$ cat src/rtl/dmem_arbiter_if.sv
// Requester and memory-side bundle for the data-memory arbiter.
// slave is the arbiter's view, master the requesters' and memory's view.
interface dmem_arbiter_if #(
  parameter int AW = 32,
  parameter int DW = 32,
  parameter int LW = 4
);
  logic          r0_req;
  logic          r1_req;
  logic          r0_we;
  logic          r1_we;
  logic [AW-1:0] r0_addr;
  logic [AW-1:0] r1_addr;
  logic [LW-1:0] r0_len;
  logic [LW-1:0] r1_len;
  logic [DW-1:0] r0_wd;
  logic [DW-1:0] r1_wd;
  logic          r0_gnt;
  logic          r1_gnt;
  logic          r0_rvalid;
  logic          r1_rvalid;
  logic [DW-1:0] r0_rdata;
  logic [DW-1:0] r1_rdata;
  logic [AW-1:0] m_addr;
  logic          m_we;
  logic [DW-1:0] m_wd;
  logic [DW-1:0] m_rd;
  logic          busy;

  modport slave (
    input  r0_req, r1_req, r0_we, r1_we,
    input  r0_addr, r1_addr, r0_len, r1_len,
    input  r0_wd, r1_wd, m_rd,
    output r0_gnt, r1_gnt,
    output r0_rvalid, r1_rvalid,
    output r0_rdata, r1_rdata,
    output m_addr, m_we, m_wd, busy
  );

  modport master (
    output r0_req, r1_req, r0_we, r1_we,
    output r0_addr, r1_addr, r0_len, r1_len,
    output r0_wd, r1_wd, m_rd,
    input  r0_gnt, r1_gnt,
    input  r0_rvalid, r1_rvalid,
    input  r0_rdata, r1_rdata,
    input  m_addr, m_we, m_wd, busy
  );
endinterface

$ cat src/rtl/dmem_arbiter.sv
// Two-port round-robin burst arbiter for the single-port data memory.
// Grant is held for a whole burst; handover happens on the last beat.
module dmem_arbiter #(
  parameter int AW = 32,
  parameter int DW = 32,
  parameter int LW = 4
) (
  input logic           clk,
  input logic           arst,
  dmem_arbiter_if.slave bus
);
  typedef enum logic [1:0] {
    IDLE = 2'd0,
    OWN0 = 2'd1,
    OWN1 = 2'd2
  } state_t;

  state_t        state;
  state_t        state_n;
  logic          last_owner;
  logic [AW-1:0] base;
  logic [LW-1:0] beat;
  logic [LW-1:0] len_q;
  logic          we_q;
  logic          rvalid0;
  logic          rvalid1;
  logic [DW-1:0] rdata0;
  logic [DW-1:0] rdata1;

  logic own;
  logic last;
  logic arb;
  logic take;
  logic pick;

  assign own  = (state != IDLE);
  assign last = own && (beat == len_q);
  assign arb  = !own || last;

  always_comb begin
    state_n = state;
    take    = 1'b0;
    pick    = last_owner;
    if (arb) begin
      if (bus.r0_req && bus.r1_req) begin
        take = 1'b1;
        pick = !last_owner;
      end else if (bus.r0_req) begin
        take = 1'b1;
        pick = 1'b0;
      end else if (bus.r1_req) begin
        take = 1'b1;
        pick = 1'b1;
      end
      if (take) state_n = pick ? OWN1 : OWN0;
      else      state_n = IDLE;
    end
  end

  // Memory pins come only from registered state, never from req.
  always_comb begin
    bus.r0_gnt = (state == OWN0);
    bus.r1_gnt = (state == OWN1);
    bus.m_we   = own && we_q;
    bus.m_addr = '0;
    bus.m_wd   = '0;
    if (own) bus.m_addr = base + AW'({beat, 2'b00});
    if (state == OWN0) bus.m_wd = bus.r0_wd;
    if (state == OWN1) bus.m_wd = bus.r1_wd;
  end

  assign bus.busy      = own;
  assign bus.r0_rvalid = rvalid0;
  assign bus.r1_rvalid = rvalid1;
  assign bus.r0_rdata  = rdata0;
  assign bus.r1_rdata  = rdata1;

  always_ff @(posedge clk or negedge arst) begin
    if (!arst) begin
      state      <= IDLE;
      last_owner <= 1'b1;
      base       <= '0;
      beat       <= '0;
      len_q      <= '0;
      we_q       <= 1'b0;
      rvalid0    <= 1'b0;
      rvalid1    <= 1'b0;
      rdata0     <= '0;
      rdata1     <= '0;
    end else begin
      state <= state_n;
      if (take) begin
        base       <= pick ? bus.r1_addr : bus.r0_addr;
        len_q      <= pick ? bus.r1_len : bus.r0_len;
        we_q       <= pick ? bus.r1_we : bus.r0_we;
        beat       <= '0;
        last_owner <= pick;
      end else if (own && !last) begin
        beat <= beat + 1'b1;
      end
      rvalid0 <= (state == OWN0) && !we_q;
      rvalid1 <= (state == OWN1) && !we_q;
      if ((state == OWN0) && !we_q) rdata0 <= bus.m_rd;
      if ((state == OWN1) && !we_q) rdata1 <= bus.m_rd;
    end
  end
endmodule

$ cat src/flat_wrapper.sv
// flat-port wrapper written by rule: the top's interface ports become plain ports
module dmem_arbiter_flat 
#(
  parameter int AW = 32,
  parameter int DW = 32,
  parameter int LW = 4
)
  (clk, arst, bus_r0_req, bus_r1_req, bus_r0_we, bus_r1_we, bus_r0_addr, bus_r1_addr, bus_r0_len, bus_r1_len, bus_r0_wd, bus_r1_wd, bus_m_rd, bus_r0_gnt, bus_r1_gnt, bus_r0_rvalid, bus_r1_rvalid, bus_r0_rdata, bus_r1_rdata, bus_m_addr, bus_m_we, bus_m_wd, bus_busy);
  dmem_arbiter_if #(.AW(AW), .DW(DW), .LW(LW)) bus_i ();
  input logic clk;
  input logic arst;
  input wire logic [$bits(bus_i.r0_req)-1:0] bus_r0_req;
  input wire logic [$bits(bus_i.r1_req)-1:0] bus_r1_req;
  input wire logic [$bits(bus_i.r0_we)-1:0] bus_r0_we;
  input wire logic [$bits(bus_i.r1_we)-1:0] bus_r1_we;
  input wire logic [$bits(bus_i.r0_addr)-1:0] bus_r0_addr;
  input wire logic [$bits(bus_i.r1_addr)-1:0] bus_r1_addr;
  input wire logic [$bits(bus_i.r0_len)-1:0] bus_r0_len;
  input wire logic [$bits(bus_i.r1_len)-1:0] bus_r1_len;
  input wire logic [$bits(bus_i.r0_wd)-1:0] bus_r0_wd;
  input wire logic [$bits(bus_i.r1_wd)-1:0] bus_r1_wd;
  input wire logic [$bits(bus_i.m_rd)-1:0] bus_m_rd;
  output wire logic [$bits(bus_i.r0_gnt)-1:0] bus_r0_gnt;
  output wire logic [$bits(bus_i.r1_gnt)-1:0] bus_r1_gnt;
  output wire logic [$bits(bus_i.r0_rvalid)-1:0] bus_r0_rvalid;
  output wire logic [$bits(bus_i.r1_rvalid)-1:0] bus_r1_rvalid;
  output wire logic [$bits(bus_i.r0_rdata)-1:0] bus_r0_rdata;
  output wire logic [$bits(bus_i.r1_rdata)-1:0] bus_r1_rdata;
  output wire logic [$bits(bus_i.m_addr)-1:0] bus_m_addr;
  output wire logic [$bits(bus_i.m_we)-1:0] bus_m_we;
  output wire logic [$bits(bus_i.m_wd)-1:0] bus_m_wd;
  output wire logic [$bits(bus_i.busy)-1:0] bus_busy;
  assign bus_i.r0_req = bus_r0_req;
  assign bus_i.r1_req = bus_r1_req;
  assign bus_i.r0_we = bus_r0_we;
  assign bus_i.r1_we = bus_r1_we;
  assign bus_i.r0_addr = bus_r0_addr;
  assign bus_i.r1_addr = bus_r1_addr;
  assign bus_i.r0_len = bus_r0_len;
  assign bus_i.r1_len = bus_r1_len;
  assign bus_i.r0_wd = bus_r0_wd;
  assign bus_i.r1_wd = bus_r1_wd;
  assign bus_i.m_rd = bus_m_rd;
  assign bus_r0_gnt = bus_i.r0_gnt;
  assign bus_r1_gnt = bus_i.r1_gnt;
  assign bus_r0_rvalid = bus_i.r0_rvalid;
  assign bus_r1_rvalid = bus_i.r1_rvalid;
  assign bus_r0_rdata = bus_i.r0_rdata;
  assign bus_r1_rdata = bus_i.r1_rdata;
  assign bus_m_addr = bus_i.m_addr;
  assign bus_m_we = bus_i.m_we;
  assign bus_m_wd = bus_i.m_wd;
  assign bus_busy = bus_i.busy;
  dmem_arbiter #(.AW(AW), .DW(DW), .LW(LW)) u_core (.clk(clk), .arst(arst), .bus(bus_i));
endmodule
$ cat config.mk
export PLATFORM = sky130hd
export DESIGN_NAME = dmem_arbiter_flat
export DESIGN_NICKNAME = d
export VERILOG_FILES = /design/src/rtl/dmem_arbiter_if.sv /design/src/rtl/dmem_arbiter.sv /design/src/flat_wrapper.sv
export SDC_FILE = /design/constraint.sdc
export NUM_CORES = 1
export LEC_CHECK = 0
export CORE_AREA = 4 4 121 123
export CTS_CLUSTER_SIZE = 24
export DETAILED_ROUTE_END_ITERATION = 10
export DIE_AREA = 0 0 125 127
export GPL_ROUTABILITY_DRIVEN = 0
export PLACE_DENSITY = 0.86
export SLEW_MARGIN = 15
export SYNTH_ARGS = -nofsm -noshare
export SYNTH_HDL_FRONTEND = slang
export SYNTH_SLANG_ARGS = --single-unit
$ cat constraint.sdc
create_clock -name clk -period 3.9 [get_ports clk]
set_clock_uncertainty 0.15 [all_clocks]
set_input_delay 0.585 -clock clk [delete_from_list [all_inputs] [get_ports clk]]
set_output_delay 0.585 -clock clk [all_outputs]
set_load 0.005 [all_outputs]
==> results of run 1 <==
[sequential cells by signal, indices dropped and copies added (netlist names)]
name / cells
u_core.bus.r0_rvalid: 1
u_core.beat: 4
u_core.len_q: 4
u_core.we_q: 1
u_core.bus.r1_rvalid: 1
u_core.bus.r1_rdata: 32
u_core.base: 32
u_core.bus.r0_rdata: 32
u_core.last_owner: 1
u_core.state: 2
[timing repair]
action,in CTS,in global routing
gates resized for setup,1,5
endpoints found under the setup margin,3,7
setup buffers,0,0
pin swaps,0,1
[placed cells by master, fill, tap and decap left out, types with 2 or more instances in the layout]
cell type	Yosys	routed
a2111oi_1	0	2
a211oi_1	6	5
a21oi_1	53	52
a22o_1	34	34
a31oi_1	4	4
a41o_1	4	4
and2_1	4	4
and3_1	5	5
and4_1	4	4
buf_4	4	13
clkbuf_16	0	9
clkdlybuf4s50_1	0	306
clkinv_2	0	2
dfrtp_1	109	108
ha_1	5	5
inv_1	13	13
mux2_2	64	64
mux2i_1	37	37
nand2_1	10	10
nand3_1	14	13
nand4_1	4	4
nand4b_1	2	2
nor2_1	60	59
nor2b_1	6	2
nor2b_2	0	4
nor3_1	4	4
o21a_1	3	3
o21ai_0	9	9
o31ai_1	4	4
o41ai_1	3	3
or3_1	2	2
or4_1	6	6
xnor2_1	15	15
[layer usage]
layer,vias up,track usage (%)
met2,275,39.5
met1,2590,29.5
met5,-,0
met4,0,3.83
met3,25,9.49
li1,2521,-
[worst paths after layout]
kind                                              start                 endpoint  slack, ns  cells past startpoint
worst min register to register  u_core.bus.r0_rdata[21]  u_core.bus.r0_rdata[21]       0.36                      1
min in group clk                u_core.bus.r0_rdata[21]  u_core.bus.r0_rdata[21]       0.36                      1
max in group asynchronous                          arst        u_core.last_owner       2.63                      2
worst max-delay path                     u_core.beat[0]           bus_m_addr[24]       0.19                      9
worst max register to register           u_core.beat[1]           u_core.base[4]       1.33                      6
worst min-delay path                               arst          u_core.base[17]        0.1                      1
[logic make-up (layout without fill, tap and decap cells)]
family | Yosys count | in the layout | share of synthesized area, %
compound gates | 126 | 126 | 14.9
simple gates | 124 | 124 | 10.4
mux | 101 | 101 | 18.9
xor+xnor | 16 | 16 | 2.43
flops | 110 | 110 | 47.7
fa+ha+maj | 6 | 6 | 1.43
buf+inv | 54 | 348 | 4.20
[power groups by stage]
stage / logic [W] / registers [W] / clock network (W)
2_1_floorplan: 0.00224 / 0.00210 / 0
3_3_place_gp: 0.00441 / 0.00215 / 0
3_5_place_dp: 0.00454 / 0.00220 / 0
4_1_cts: 0.00457 / 0.00218 / 0.000939
5_1_grt: 0.00493 / 0.00227 / 0.000992
6_report: 0.00457 / 0.00219 / 0.000912
[critical path: stages, from the launching register on]
cell and delay, ns:
dfrtp_2 0.42, ha_1 0.19, inv_1 0.06, fa_1 0.39, nor2b_1 0.19, o21ai_2 0.15
a2111oi_1 0.52, xnor2_1 0.12, nor2_1 0.10, clkdlybuf4s50_1 0.50
[through the flow]
step	setup WS, ns	total power, W	util, %	area [um2]
final	0.189	0.00767	68.1	9310
after global routing	0.0174	0.00820	68.1	9310
after CTS	0.00861	0.00770	68.0	9300
after detailed placement	0.295	0.00673	65.8	8990
after global placement	0.393	0.00655	65.8	8990
after floorplan	1.04	0.00434	-	5780
[layout make-up]
cell class	count	area, um2	share of cell area (%)
timing repair buffer	319	3160	34.0
multi-input combinational	373	2820	30.3
sequential	110	2760	29.6
clock buffer	11	243	2.61
tap	180	225	2.42
clock inverter	5	56.3	0.605
inverter	13	48.8	0.524
==> results.json, run 1 <==
{
  "outcome": "completed",
  "syn_nets": 717,
  "synth_warnings": 0,
  "die-width_um": 125,
  "worst_pin_slew_ns": 0.615,
  "drc": 0,
  "cp-end-kind": "primary output",
  "grt_usage_pct": 23.6,
  "power_switching_w": 0.00279,
  "synth-seq-area-share_pct": 47.7,
  "rsz0062_at_grt": "false",
  "viasPerCell": 5.35,
  "setup.worst_path.start_class": "flip-flop",
  "synth_flop_cell": "dfrtp_1",
  "cts_made_buffers": 9,
  "routed.top_layer": "met4",
  "fillers": 1020,
  "swShare_pct": 36.4,
  "cts_max_level": 3,
  "setup_viol": 0,
  "critPathKind": "flip-flop to primary output",
  "ios": 308,
  "tritoncts": "done",
  "cts_buffer_depth": 2,
  "grt_pass1_wl_um": 30200,
  "ys_seq_elements": 110,
  "crit_fanout": 7,
  "clock.fmax_mhz": 269,
  "hold_viol_final": 0,
  "yosysUniqueCellTypes": 43,
  "grt_antenna_before_repair": 0,
  "yosysMostFrequentCell": "dfrtp_1",
  "p_comb_share_pct": 59.5,
  "rows": 43,
  "dpl.hpwl_um": 15300,
  "clk_latency_ns": 0.34,
  "syn_avg_cell_area_um2": 10.8,
  "netlist_top_cells_count": "dfrtp_1 (109), mux2_2 (64), nor2_1 (60)",
  "vdd_drop_max_v": 0.000521,
  "final-instance-count-excl-fill": 1011,
  "start_util_pct": 42.3,
  "drive_gt1_share_pct": 12.6,
  "wl_met3_um": 2100,
  "grt_overflow": 0,
  "wl_per_cell_um": 19.4,
  "yosys.area.top_type": "dfrtp_1",
  "synth_edf_count": 0,
  "p_seq_share_pct": 28.6,
  "netlist.area_leader.share_pct": 47.2,
  "slew_headroom_pct": 59.0,
  "portBuffers": 307,
  "grt_pass1_vias": 5555,
  "fin_nets": 1006,
  "clk_pin_slew_worst_paths_ns": 0.07,
  "min_path_type": "input pin to asynchronous set/reset pin",
  "fin_setup_tns_ns": 0,
  "maxSlewViolCount": 0,
  "post-route-min-period_ns": 3.71,
  "p_per_area_nw_per_um2": 824,
  "dieArea_um2": 15900,
  "place_inst": 995,
  "via_count": 5411,
  "synthArstFlopShare_pct": 100,
  "grt_max_degree": 67,
  "worstPathRequired_ns": 3.16,
  "insertedDiodeCount": 0,
  "cp.arrival_ns": 2.98,
  "wl_um": 19600,
  "initialDrtViolationCount": 503,
  "cts-root-buf": "clkbuf_16",
  "p_leak_nw": 3.72,
  "hold_buffers": 0,
  "route.met2.wl_um": 9580,
  "synth_area_leaders": "dfrtp_1 (47%), mux2_2 (12%), mux2i_1 (6.4%), a22o_1 (5.2%), a21oi_1 (4.6%)",
  "maxCapViolCount": 0,
  "synth_area_um2": 5780,
  "syn_to_final_growth_pct": 61.2,
  "first_pass_iters": 6,
  "post-route-period-util_pct": 95.1,
  "p_clk_share_pct": 11.9,
  "p_int_w": 0.00487,
  "synthesis.instances": 537,
  "die_height_um": 127,
  "cts_sinks": 110,
  "ant_nets": 0,
  "wl_met1_um": 7790,
  "core_area_um2": 13700,
  "timing.hold.ws_ns": 0.0956
}
Power figures use the tool's default switching activity.
==> run 2: changes to the inputs <==
--- a/config.mk
+++ b/config.mk
@@ -7,8 +7,8 @@
 export LEC_CHECK = 0
-export CORE_AREA = 4 4 121 123
+export CORE_AREA = 4 4 126 128
 export CTS_CLUSTER_SIZE = 24
 export DETAILED_ROUTE_END_ITERATION = 10
-export DIE_AREA = 0 0 125 127
+export DIE_AREA = 0 0 130 132
 export GPL_ROUTABILITY_DRIVEN = 0
-export PLACE_DENSITY = 0.86
+export PLACE_DENSITY = 0.8
 export SLEW_MARGIN = 15
==> constraint.sdc (replaced) <==
create_clock -name clk -period 3.7 [get_ports clk]
set_clock_uncertainty 0.15 [all_clocks]
set_input_delay 0.74 -clock clk [delete_from_list [all_inputs] [get_ports clk]]
set_output_delay 0.74 -clock clk [all_outputs]
set_load 0.005 [all_outputs]
==> run 2 against run 1 <==
Critical path depth decreased by 3. Final cell count increased by 2.3%. Die area increased by 8.1%. Via count increased by 0.13%. Largest cell class unchanged.
==> results.json, run 2 (synthesis gave the netlist of run 1 again) <==
{
  "worstPathRequired_ns": 2.81,
  "core_area_um2": 14900,
  "startpoint": "u_core.base[15]",
  "final_common_cell": "clkdlybuf4s50_1",
  "clk_latency_ns": 0.35,
  "slew_headroom_pct": 39.5,
  "p_seq_share_pct": 27.4,
  "ios": 308,
  "grt_max_degree": 57,
  "grt_overflow": 0,
  "final_cell_mix": "clkdlybuf4s50_1 (305), dfrtp_1 (105), mux2_2 (64), nor2_1 (59), a21oi_1 (50)",
  "ant_nets": 0,
  "power_switching_w": 0.00312,
  "setup.worst_path.start_class": "flip-flop",
  "insertedDiodeCount": 0,
  "cp.arrival_ns": 2.73,
  "hold_viol_final": 0,
  "grt_antenna_before_repair": 0,
  "viasPerCell": 5.24,
  "cts_max_level": 3,
  "drc": 0,
  "portBuffers": 307,
  "post-route-min-period_ns": 3.62,
  "min_path_type": "input pin to asynchronous set/reset pin",
  "rows": 45,
  "p_int_w": 0.00526,
  "path_cells": "and4_4, nand2_2, or4_1, or4_4, a21oi_2, clkdlybuf4s50_1",
  "worstRegToRegCells": 7,
  "wl_um": 20000,
  "dpl.hpwl_um": 15000,
  "cp_slowest_cell": "clkdlybuf4s50_1",
  "die_height_um": 132,
  "worst_pin_slew_ns": 0.905,
  "cts_buffer_depth": 2,
  "wl_per_cell_um": 19.4,
  "die-width_um": 130,
  "swShare_pct": 37.3,
  "first_pass_iters": 5,
  "p_leak_nw": 3.81,
  "start_util_pct": 38.9,
  "maxSlewViolCount": 0,
  "grt_pass1_wl_um": 29900,
  "slowest_delay_ns": 0.51,
  "cts_sinks": 110,
  "drive_gt1_share_pct": 16.5,
  "p_per_area_nw_per_um2": 877,
  "r2r_start": "u_core.beat[0]",
  "placed_cell_area_um2": 9080,
  "grt_usage_pct": 22.2,
  "dieArea_um2": 17200,
  "design_power_total_w": 0.00838,
  "fillers": 1223,
  "fin_nets": 1021,
  "cp-end-kind": "primary output",
  "setup_viol": 0,
  "clk_pin_slew_worst_paths_ns": 0.07,
  "worst-r2r-setup-slack_ns": 0.90,
  "tritoncts": "done",
  "via_count": 5418,
  "maxCapViolCount": 0,
  "grt_pass1_vias": 5542,
  "post-route-period-util_pct": 97.8,
  "rsz0062_at_grt": "true",
  "critical_path.endpoint": "bus_m_addr[31]",
  "clock.fmax_mhz": 276,
  "cts_made_buffers": 9,
  "initialDrtViolationCount": 260,
  "outcome": "completed",
  "r2r_end": "u_core.base[23]",
  "vdd_drop_max_v": 0.000511,
  "crit_fanout": 5,
  "critPathKind": "flip-flop to primary output",
  "fin_area_um2": 9560,
  "syn_to_final_growth_pct": 65.4,
  "cts-root-buf": "clkbuf_16",
  "p_clk_share_pct": 11.1,
  "p_comb_share_pct": 61.4
}
run 2: cell count changes in the layout (fill, tap and decap cells not counted), moves of 3 or more:
cell	before	now
buf_4	13	24
dfrtp_2	1	4
a211oi_2	1	6
buf_12	0	3
a211oi_1	5	0
dfrtp_1	108	105
run 2: timing repair:
action / in CTS / in global routing
setup buffers: 1 / 8
setup endpoints to repair: 14 / 26
hold buffers: 0 / 0
resized for setup: 9 / 24
pin swaps: 0 / 4
cloned: 0 / 1
run 2: worst min path at each step:
stage	end	from	cells past startpoint	slack, ns
floorplan	u_core.base[0]	arst	0	0.29
global placement	u_core.bus.r1_rdata[15]	u_core.bus.r1_rdata[15]	1	0.34
detailed placement	u_core.bus.r0_rdata[0]	u_core.bus.r0_rdata[0]	1	0.34
CTS	u_core.base[28]	arst	1	0.32
global route	u_core.base[28]	arst	1	0.34
finish	u_core.base[28]	arst	1	0.30
run 2: power groups by stage:
| stage | Combinational (W) | Clock, W | Sequential [W] |
|---|---|---|---|
| 4_1_cts | 0.00497 | 0.000958 | 0.00228 |
| 3_3_place_gp | 0.00485 | 0 | 0.00226 |
| 5_1_grt | 0.00557 | 0.00102 | 0.00237 |
| 2_1_floorplan | 0.00236 | 0 | 0.00222 |
| 6_report | 0.00515 | 0.000934 | 0.00230 |
| 3_5_place_dp | 0.00490 | 0 | 0.00229 |
run 2: worst max-delay path: cells and delay by family (launching register included):
kind / cells / cell delay, ns
AND/OR/NAND/NOR: 4 / 1.29
flip-flops: 1 / 0.42
AO/OA/AOI/OAI: 1 / 0.14
buffers and inverters: 1 / 0.51
run 2: area by class of cell:
cell class / instances / area (um2) / area share, %
Clock inverter: 6 / 52.6 / 0.550
Tap cell: 188 / 235 / 2.46
Sequential cell: 110 / 2760 / 28.9
Inverter: 13 / 52.6 / 0.550
Multi-Input combinational cell: 374 / 2920 / 30.6
Timing Repair Buffer: 333 / 3310 / 34.6
Clock buffer: 10 / 229 / 2.40
run 2: per-layer routing:
metal | up-vias | routed length (um) | track usage (%)
met4 | 0 | 372 | 6.24
li1 | 2554 | - | -
met2 | 266 | 9380 | 35.5
met5 | - | 0 | 0
met3 | 30 | 2380 | 8.75
met1 | 2568 | 7890 | 28.0
run 2: per-stage QoR:
step	cells	setup slack, ns	utilization, %	hold WS, ns	setup TNS [ns]
6_report	1034	0.0832	64.3	0.298	0
5_1_grt	1034	-0.0438	64.3	0.345	-0.170
4_1_cts	1025	0.00562	63.1	0.316	0
3_5_place_dp	1008	0.191	61.1	0.345	0
3_3_place_gp	1008	0.230	61.1	0.338	0
2_1_floorplan	537	0.685	-	0.294	0
==> run 3: changes to the inputs <==
ABC_AREA = 1   (was default)
CAP_MARGIN = 10   (was default)
CORE_AREA = 4 4 130 132   (was 4 4 126 128)
DIE_AREA = 0 0 134 136   (was 0 0 130 132)
PLACE_DENSITY = 0.81   (was 0.8)
==> run 3 against run 2 <==
Synthesized area up 13%. Via count is 28% higher. Critical path type unchanged. Worst setup slack gained 0.12 ns. Sequential share of layout area shrank 1.4 points. Clock power grew 9%. Die area is 6.2% higher. Sequential power is essentially flat. Core utilization fell by 0.54 points. Combinational power fell by 8.3%.
==> results.json, run 3 <==
{
  "outcome": "completed",
  "cp.arrival_ns": 2.60,
  "cp_slowest_cell": "clkdlybuf4s50_1",
  "drc": 0,
  "ios": 308,
  "min_path_type": "input pin to asynchronous set/reset pin",
  "slowest_delay_ns": 0.51,
  "syn_avg_cell_area_um2": 7.34,
  "portBuffers": 307,
  "grt_pass1_wl_um": 34500,
  "netlist.area_leader.share_pct": 42.0,
  "initialDrtViolationCount": 461,
  "tritoncts": "done",
  "first_pass_iters": 5,
  "synthArstFlopShare_pct": 100,
  "cts_max_level": 3,
  "grt_overflow": 0,
  "grt_antenna_before_repair": 1,
  "fillers": 1392,
  "cts-root-buf": "clkbuf_16",
  "post-route-period-util_pct": 94.5,
  "critPathKind": "flip-flop to primary output",
  "clock.fmax_mhz": 286,
  "synth-seq-area-share_pct": 42.4,
  "yosys.area.top_type": "dfrtp_1",
  "fin_nets": 1349,
  "via_count": 6919,
  "grt_pass1_vias": 6571,
  "syn_nets": 1065,
  "die-width_um": 134,
  "path_cells": "inv_2, fa_2, o21ai_1, buf_4, inv_1, nor2_2, nand2_1, xor2_1, nor2_1, clkdlybuf4s50_1",
  "cp-end-kind": "primary output",
  "fin_setup_tns_ns": 0,
  "syn_to_final_growth_pct": 54.2,
  "p_per_area_nw_per_um2": 805,
  "synthesis.instances": 885,
  "setup_viol": 0,
  "worstPathRequired_ns": 2.81,
  "final_cell_mix": "clkdlybuf4s50_1 (306), nand2_1 (215), inv_1 (146), dfrtp_1 (109), nand3_1 (106)",
  "maxCapViolCount": 0,
  "setup.worst_path.start_class": "flip-flop",
  "worstRegToRegCells": 8,
  "yosysMostFrequentCell": "nand2_1",
  "clk_pin_slew_worst_paths_ns": 0.08,
  "synth_warnings": 0,
  "hold_viol_final": 0,
  "final_common_cell": "clkdlybuf4s50_1",
  "p_leak_nw": 4.85,
  "maxSlewViolCount": 0,
  "rsz0062_at_grt": "false",
  "grt_max_degree": 87,
  "clk_latency_ns": 0.35,
  "drive_gt1_share_pct": 6.39,
  "cts_made_buffers": 9,
  "netlist_top_cells_count": "nand2_1 (216), inv_1 (146), dfrtp_1 (109)",
  "cts_sinks": 110,
  "post-route-min-period_ns": 3.49,
  "grt_usage_pct": 23.7,
  "cts_buffer_depth": 2,
  "dpl.hpwl_um": 16800,
  "place_ws_ns": 0.329,
  "slew_headroom_pct": 35.6,
  "wl_um": 22100,
  "core_area_um2": 15700,
  "synth_area_leaders": "dfrtp_1 (42%), nand2_1 (12%), inv_1 (8.4%), nand3_1 (8.2%), o21ai_0 (5.0%)",
  "synth_flop_cell": "dfrtp_1",
  "vdd_drop_max_v": 0.000402,
  "worst_pin_slew_ns": 0.962,
  "fin_ws_ns": 0.205,
  "synth_edf_count": 0,
  "dieArea_um2": 18200,
  "viasPerCell": 4.97,
  "ys_seq_elements": 110,
  "r2r_end": "u_core.base[31]",
  "rows": 46,
  "start_util_pct": 41.4,
  "r2r_start": "u_core.state[1]",
  "crit_fanout": 5,
  "ant_nets": 0,
  "yosysUniqueCellTypes": 34,
  "synth_area_um2": 6500,
  "die_height_um": 136,
  "wl_per_cell_um": 15.9,
  "worst-r2r-setup-slack_ns": 1.14
}
run 3: final cells by class:
class	count	area (um2)	area share, %
sequential	110	2750	27.5
inverter	154	578	5.77
tap	216	270	2.70
multi-input combinational	577	2950	29.5
antenna	1	2.50	0.0250
timing repair buffer	317	3150	31.4
clock buffer	10	229	2.29
clock inverter	6	80.1	0.799
run 3: report_power, final:
group	leakage, nW	switching [W]	internal (W)
Combinational	3.35	0.00242	0.00230
Sequential	1.35	0.000513	0.00182
Clock	0.147	0.000478	0.000539
run 3: worst max-delay path by stage:
stage	from	endpoint	slack, ns	cells past startpoint
after global placement	u_core.beat[0]	bus_m_addr[18]	0.37	11
after floorplan	u_core.beat[0]	bus_m_addr[24]	0.91	9
after detailed placement	u_core.beat[0]	bus_m_addr[30]	0.33	11
after global routing	u_core.beat[0]	bus_m_addr[24]	0.01	11
final	u_core.beat[1]	bus_m_addr[30]	0.21	10
after CTS	u_core.beat[1]	bus_m_addr[30]	0.03	10
run 3: logic make-up after synthesis:
family | share of synthesized area (%)
compound gates | 12.6
flops | 42.4
xor+xnor | 1.21
simple gates | 30.1
buf+inv | 12.4
fa+ha+maj | 1.27
run 3: timing repair:
action / in CTS / in global routing
resized for setup: 0 / 7
setup endpoints to repair: 3 / 13
buffers inserted: 1 / 0
hold buffers: 0 / 0
run 3: critical path: cells and delay by family, from the launching register on:
kind                       cells  cell delay (ns)
DFF                            1             0.43
AOI/OAI and AO/OA              1             0.15
xor gates and xnor gates       1             0.14
adders and majority gates      1             0.42
buffers and inverters          4             0.80
and+or+nand+nor                3             0.32
run 3: metal layers:
layer  track usage [%]  up-vias  part of all wire [%]
li1                  -     3393                     -
met4              8.63        0                   3.0
met3              4.52       45                   7.5
met2              42.3      309                    50
met1              28.7     3172                    40
met5                 0        -                     0
run 3: per-stage QoR:
| stage | instance area, um2 | hold slack [ns] | instances | utilization, % | power [W] |
|---|---|---|---|---|---|
| 2_1_floorplan | 6500 | 0.294 | 885 | - | 0.00475 |
| 3_3_place_gp | 9680 | 0.316 | 1373 | 61.6 | 0.00697 |
| 3_5_place_dp | 9680 | 0.322 | 1373 | 61.6 | 0.00710 |
| 4_1_cts | 9990 | 0.340 | 1390 | 63.6 | 0.00814 |
| 5_1_grt | 10000 | 0.350 | 1391 | 63.7 | 0.00874 |
| 6_report | 10000 | 0.262 | 1391 | 63.7 | 0.00807 |
